==> src/rtl/uart_pkg.sv <==
// Shared UART definitions: FSM state encoding, parity modes and default baud divisor.
package uart_pkg;

    localparam int unsigned DEFAULT_CLKS_PER_BIT = 868;

    localparam int unsigned PARITY_NONE = 0;
    localparam int unsigned PARITY_ODD  = 1;
    localparam int unsigned PARITY_EVEN = 2;

    typedef enum logic [2:0] {
        ST_IDLE,
        ST_START,
        ST_DATA,
        ST_PARITY,
        ST_STOP
    } tx_state_t;

    // Narrower payloads are zero-extended, which leaves the XOR unchanged.
    function automatic logic parity_bit(input logic [7:0] data, input int unsigned mode);
        return (^data) ^ (mode == PARITY_ODD);
    endfunction

endpackage

==> src/rtl/uart_baud_tick.sv <==
// Bit-period timer: o_tick is high in the last cycle of every CLKS_PER_BIT-cycle period.
// i_restart holds the period at its start so the next bit begins cleanly.
module uart_baud_tick
    import uart_pkg::*;
#(
    parameter int unsigned CLKS_PER_BIT = DEFAULT_CLKS_PER_BIT
)(
    input  logic i_clk,
    input  logic i_arst,
    input  logic i_restart,
    output logic o_tick,
    output logic o_tick_nxt_c
);

    localparam int unsigned CNT_W = $clog2(CLKS_PER_BIT + 1);
    localparam logic [CNT_W-1:0] RELOAD = CNT_W'(CLKS_PER_BIT - 1);

    logic [CNT_W-1:0] r_cnt;
    logic [CNT_W-1:0] w_cnt_nxt;
    logic             r_tick;

    // Down-counter reloads at every bit boundary, so it never passes zero.
    always_comb begin
        w_cnt_nxt = r_cnt - CNT_W'(1);
        if (i_restart || (r_cnt == '0)) begin
            w_cnt_nxt = RELOAD;
        end
    end

    assign o_tick_nxt_c = (w_cnt_nxt == '0);
    assign o_tick       = r_tick;

    always_ff @(posedge i_clk or posedge i_arst) begin
        if (i_arst) begin
            r_cnt  <= '0;
            r_tick <= 1'b0;
        end else begin
            r_cnt  <= w_cnt_nxt;
            r_tick <= o_tick_nxt_c;
        end
    end

endmodule

==> src/rtl/uart_tx_serializer.sv <==
// AXI-Stream to UART transmitter: start bit, LSB-first data, optional parity, 1-2 stop bits.
// All outputs come from flops loaded with next-state values, so o_txd has no input-to-output path.
module uart_tx_serializer
    import uart_pkg::*;
#(
    parameter int unsigned CLKS_PER_BIT      = DEFAULT_CLKS_PER_BIT,
    parameter int unsigned G_AXIS_TDATA_SIZE = 8,
    parameter int unsigned PARITY            = PARITY_NONE,
    parameter int unsigned STOP_BITS         = 1
)(
    input  logic                         i_clk,
    input  logic                         i_arst,
    input  logic                         i_s_axis_tvalid,
    output logic                         o_s_axis_tready,
    input  logic [G_AXIS_TDATA_SIZE-1:0] i_s_axis_tdata,
    output logic                         o_txd,
    output logic                         o_txd_busy,
    output logic                         o_txd_done
);

    localparam int unsigned      BIT_W     = $clog2(G_AXIS_TDATA_SIZE);
    localparam logic [BIT_W-1:0] LAST_BIT  = BIT_W'(G_AXIS_TDATA_SIZE - 1);
    localparam logic             LAST_STOP = 1'(STOP_BITS - 1);

    tx_state_t                    r_state;
    tx_state_t                    w_state_nxt;
    logic [G_AXIS_TDATA_SIZE-1:0] r_data;
    logic [G_AXIS_TDATA_SIZE-1:0] w_data_nxt;
    logic [BIT_W-1:0]             r_bit_idx;
    logic [BIT_W-1:0]             w_bit_nxt;
    logic                         r_stop_idx;
    logic                         w_stop_nxt;
    logic                         r_tready;
    logic                         r_txd;
    logic                         r_busy;
    logic                         r_done;
    logic                         w_txd_nxt;
    logic                         w_done_nxt;
    logic                         w_restart;
    logic                         w_tick;
    logic                         w_tick_nxt;

    uart_baud_tick #(
        .CLKS_PER_BIT (CLKS_PER_BIT)
    ) u_baud (
        .i_clk        (i_clk),
        .i_arst       (i_arst),
        .i_restart    (w_restart),
        .o_tick       (w_tick),
        .o_tick_nxt_c (w_tick_nxt)
    );

    always_ff @(posedge i_clk or posedge i_arst) begin
        if (i_arst) begin
            r_state    <= ST_IDLE;
            r_data     <= '0;
            r_bit_idx  <= '0;
            r_stop_idx <= 1'b0;
            r_tready   <= 1'b0;
            r_txd      <= 1'b1;
            r_busy     <= 1'b0;
            r_done     <= 1'b0;
        end else begin
            r_state    <= w_state_nxt;
            r_data     <= w_data_nxt;
            r_bit_idx  <= w_bit_nxt;
            r_stop_idx <= w_stop_nxt;
            r_tready   <= (w_state_nxt == ST_IDLE);
            r_txd      <= w_txd_nxt;
            r_busy     <= (w_state_nxt != ST_IDLE);
            r_done     <= w_done_nxt;
        end
    end

    always_comb begin
        w_state_nxt = r_state;
        w_data_nxt  = r_data;
        w_bit_nxt   = r_bit_idx;
        w_stop_nxt  = r_stop_idx;
        w_restart   = 1'b0;
        w_txd_nxt   = 1'b1;
        w_done_nxt  = 1'b0;

        case (r_state)
            ST_IDLE: begin
                w_restart = 1'b1;
                if (i_s_axis_tvalid && r_tready) begin
                    w_data_nxt  = i_s_axis_tdata;
                    w_state_nxt = ST_START;
                end
            end
            ST_START: begin
                if (w_tick) begin
                    w_bit_nxt   = '0;
                    w_state_nxt = ST_DATA;
                end
            end
            ST_DATA: begin
                if (w_tick) begin
                    if (r_bit_idx == LAST_BIT) begin
                        w_stop_nxt  = 1'b0;
                        w_state_nxt = (PARITY != PARITY_NONE) ? ST_PARITY : ST_STOP;
                    end else begin
                        w_bit_nxt = r_bit_idx + BIT_W'(1);
                    end
                end
            end
            ST_PARITY: begin
                if (w_tick) begin
                    w_stop_nxt  = 1'b0;
                    w_state_nxt = ST_STOP;
                end
            end
            ST_STOP: begin
                if (w_tick) begin
                    if (r_stop_idx == LAST_STOP) begin
                        w_state_nxt = ST_IDLE;
                    end else begin
                        w_stop_nxt = r_stop_idx + 1'b1;
                    end
                end
            end
            default: w_state_nxt = ST_IDLE;
        endcase

        // Line level for the cycle we are about to enter.
        case (w_state_nxt)
            ST_START:  w_txd_nxt = 1'b0;
            ST_DATA:   w_txd_nxt = w_data_nxt[w_bit_nxt];
            ST_PARITY: w_txd_nxt = parity_bit(8'(w_data_nxt), PARITY);
            default:   w_txd_nxt = 1'b1;
        endcase

        w_done_nxt = (w_state_nxt == ST_STOP) && (w_stop_nxt == LAST_STOP) && w_tick_nxt;
    end

    assign o_s_axis_tready = r_tready;
    assign o_txd           = r_txd;
    assign o_txd_busy      = r_busy;
    assign o_txd_done      = r_done;

endmodule

==> config.mk <==
export PLATFORM = sky130hd
export DESIGN_NAME = uart_tx_serializer
export DESIGN_NICKNAME = d
export VERILOG_FILES = /design/src/rtl/uart_pkg.sv /design/src/rtl/uart_baud_tick.sv /design/src/rtl/uart_tx_serializer.sv
export SDC_FILE = /design/constraint.sdc
export NUM_CORES = 1
export LEC_CHECK = 0
export ABC_AREA = 1
export CAP_MARGIN = 20
export CORE_MARGIN = 1.5
export CORE_UTILIZATION = 52
export CTS_CLUSTER_SIZE = 12
export DETAILED_ROUTE_END_ITERATION = 8
export PLACE_DENSITY = 0.86
export SYNTH_ARGS = -nofsm -noshare
export SYNTH_HDL_FRONTEND = slang
export SYNTH_HIERARCHICAL = 1
export SYNTH_SLANG_ARGS = --single-unit
==> constraint.sdc <==
create_clock -name i_clk -period 1.93 [get_ports i_clk]
set_clock_uncertainty 0.2 [all_clocks]
set_input_delay 0.4825 -clock i_clk [delete_from_list [all_inputs] [get_ports i_clk]]
set_output_delay 0.4825 -clock i_clk [all_outputs]
set_load 0.01 [all_outputs]
==> impl_metrics.env <==
export IMPL_ant_nets=0
export IMPL_start_kind="register"
export IMPL_seq_power_share_pct=48.8
export IMPL_die_area_um2=4160
export IMPL_cts_buffers=5
export IMPL_yosysMostFrequentCell="nand2_1"
export IMPL_fin_hold_ws_ps=277
export IMPL_die_y_um=64.5
export IMPL_drt_wirelength_per_cell_um=11.5
export IMPL_synth_edf_count=0
export IMPL_p_sw_uw=262
export IMPL_dr_total_vias=1823
export IMPL_crit_chain="inv_4, nand2_4, nor2_4, nand2_1, nand2_2, nor2_1, nor2_2, nand2_1, nand2_1, nand2_1, nand3_1, nand3_1"
export IMPL_clkSinkCount=30
export IMPL_synth_distinct_cells=26
export IMPL_min_path_type="reg2reg"
export IMPL_max_freq_ghz=0.528
export IMPL_yosysTopAreaCell="dfrtp_1"
export IMPL_core_area_um2=3630
export IMPL_clkPwrFrac_pct=48.3
export IMPL_hpwl_mm=3.14
export IMPL_netlist_top_cells_area="dfrtp_1, nand2_1, inv_1"
export IMPL_synth_nets=298
export IMPL_syn_avg_cell_area_um2=6.89
export IMPL_status="complete, no violations"
export IMPL_ys_flop_type="dfrtp_1"
export IMPL_grt_max_degree=20
export IMPL_required_ps=1950
export IMPL_power_density_nw_per_um2=531
export IMPL_finalHoldViolations=0
export IMPL_ios=15
export IMPL_n_antenna_cell=0
export IMPL_first_pass_iters=4
export IMPL_drt_iter0_markers=126
export IMPL_critPathMostFrequentCell="nand2_1"
export IMPL_fin_util_pct=66.8
export IMPL_ys_top_cells_by_count="nand2_1, inv_1, nand3_1"
export IMPL_portBuffers=14
export IMPL_insertion_delay_ps=280
export IMPL_rsz0062_at_grt="yes"
export IMPL_power_mw=1.29
export IMPL_crit_type="reg2reg"
export IMPL_combPwrFrac_pct=3.0
export IMPL_yosysTopAreaCellShare_pct=36.9
export IMPL_area_growth_syn_to_layout_pct=23.5
export IMPL_cp_slowest_cell="dfrtp_2"
export IMPL_globalRouteOverflowTotal=0
export IMPL_layout_drive_gt1_share_pct=23.8
export IMPL_place_area_um2=2230
export IMPL_fin_tns_setup_ps=0
export IMPL_path_clk_slew_ps=70
export IMPL_grt_pass1_wl_mm=7.33
export IMPL_synthArstFlopShare_pct=100
export IMPL_synth_seq_area_share_pct=38.3
export IMPL_post_route_period_util_pct=98.1
export IMPL_antenna_found_initial=0
export IMPL_rrSetupSlack_ps=40
export IMPL_routed_wl_mm=4.23
export IMPL_start_util_pct=54.1
export IMPL_cp_end_kind="register"
export IMPL_netlist_instances=285
export IMPL_swShare_pct=20.3
export IMPL_cts_buffer_depth=2
export IMPL_nNetsFinal=331
export IMPL_fin_cells=367
export IMPL_pre_cts_slack_ps=-460
export IMPL_cts_tree="yes"
export IMPL_vias_per_cell=4.97
export IMPL_layout_min_cycle_time_ps=1890
export IMPL_setup_viol=0
export IMPL_layout_setup_ws_ps=35.9
export IMPL_yosys_warnings=6
export IMPL_leakagePower_nw=1.23
export IMPL_grt_pass1_vias=1743
export IMPL_die_w_um=64.5
export IMPL_tightest_slew_ps=425
export IMPL_p_int_mw=1.03
export IMPL_syn_area_um2=1960
export IMPL_maxSlewHeadroom_pct=71.6
export IMPL_track_usage_pct=22.5
export IMPL_drcViolationCount=0
export IMPL_drv_cap=0
export IMPL_ys_ff_latch=30
export IMPL_cp_max_fo=7
export IMPL_max_vdd_ir_drop_mv=0.449
export IMPL_cts_hold_buf=0
export IMPL_placed_cells=356
export IMPL_worstPathArrival_ps=1910
export IMPL_fill_cells=320
export IMPL_root_buffer="clkbuf_8"
export IMPL_htreeDepth=2
export IMPL_drv_slew=0
export IMPL_fin_area_um2=2430
export IMPL_cpPeakStageDelay_ps=460
export IMPL_place_congestion=0.940
export IMPL_rows=22
## registers in the layout (all words and copies together), names as in the netlist
signal and cells:
r_data 8, r_bit_idx 3, o_txd_done 1, o_txd 1
o_txd_busy 1, r_stop_idx 1, u_baud/o_tick 1, o_s_axis_tready 1
u_baud/r_cnt 10, r_state 3
## cell usage in the layout, fill, tap and decap left out, types with 3 or more instances in the layout
master and instances:
o21ai_2 5, inv_2 4, clkdlybuf4s50_1 12, inv_1 40, a21oi_1 5, nand2_4 4, clkbuf_8 5, buf_4 13
inv_4 3, dfrtp_2 3, nand3_1 30, nor2_1 22, nand2_2 14, nand2_1 97, nand3_4 3, dfrtp_1 26
nor2_2 8, nor2_4 4
## metal layers
layer  track usage, %  part of all wire [%]
met5                0                     0
met4             7.45                   2.7
met3             5.03                   5.3
met2             39.6                    49
met1             27.3                    43
## power groups by stage
stage | combinational, mW | sequential (mW) | clock, mW
2_1_floorplan | 0.0107 | 0.640 | 0
3_3_place_gp | 0.0384 | 0.640 | 0
3_5_place_dp | 0.0393 | 0.640 | 0
4_1_cts | 0.0391 | 0.629 | 0.639
5_1_grt | 0.0431 | 0.628 | 0.665
6_report | 0.0382 | 0.629 | 0.622
## worst paths after layout
path,from,cells after the start,to
setup / recovery,r_state[1],12,o_txd
hold / removal,u_baud/r_cnt[0],1,u_baud/r_cnt[0]
setup reg to reg,r_state[1],12,o_txd
hold reg to reg,u_baud/r_cnt[0],1,u_baud/r_cnt[0]
max in group asynchronous,i_arst,2,u_baud/r_cnt[9]
min in group asynchronous,i_arst,2,u_baud/r_cnt[7]
## critical path, delay by kind of cell, from the launching register on
| kind | cells | cell delay [ps] |
|---|---|---|
| simple gates | 11 | 1070 |
| flops | 1 | 460 |
| buf+inv | 1 | 100 |
## logic make-up (layout without fill, tap and decap cells)
family	Yosys count	in the layout	share of synthesized area (%)
DFF	30	30	38.3
and+or+nand+nor	188	188	45.2
AOI/OAI and AO/OA	16	16	5.10
buffers and inverters	48	82	9.68
adders and majority gates	2	2	1.27
xor gates and xnor gates	1	1	0.446
## final cells by class
| class | count | area, um^2 | area share (%) |
|---|---|---|---|
| well taps | 48 | 60.1 | 2.48 |
| repair buffers | 27 | 236 | 9.75 |
| inverters | 47 | 184 | 7.58 |
| multi-input cells | 207 | 1080 | 44.6 |
| flip-flops and latches | 30 | 756 | 31.2 |
| clock buffers | 5 | 68.8 | 2.84 |
| clock inverters | 3 | 40.0 | 1.65 |
## what timing repair did
action,4_1_cts,5_1_grt
gates resized for setup,4,20
endpoints found under the setup margin,4,4
pin swaps,0,3
gates cloned,0,0
endpoints found under the hold margin,0,0
buffers inserted,2,1
No activity file was read; power rests on OpenSTA's default activity.
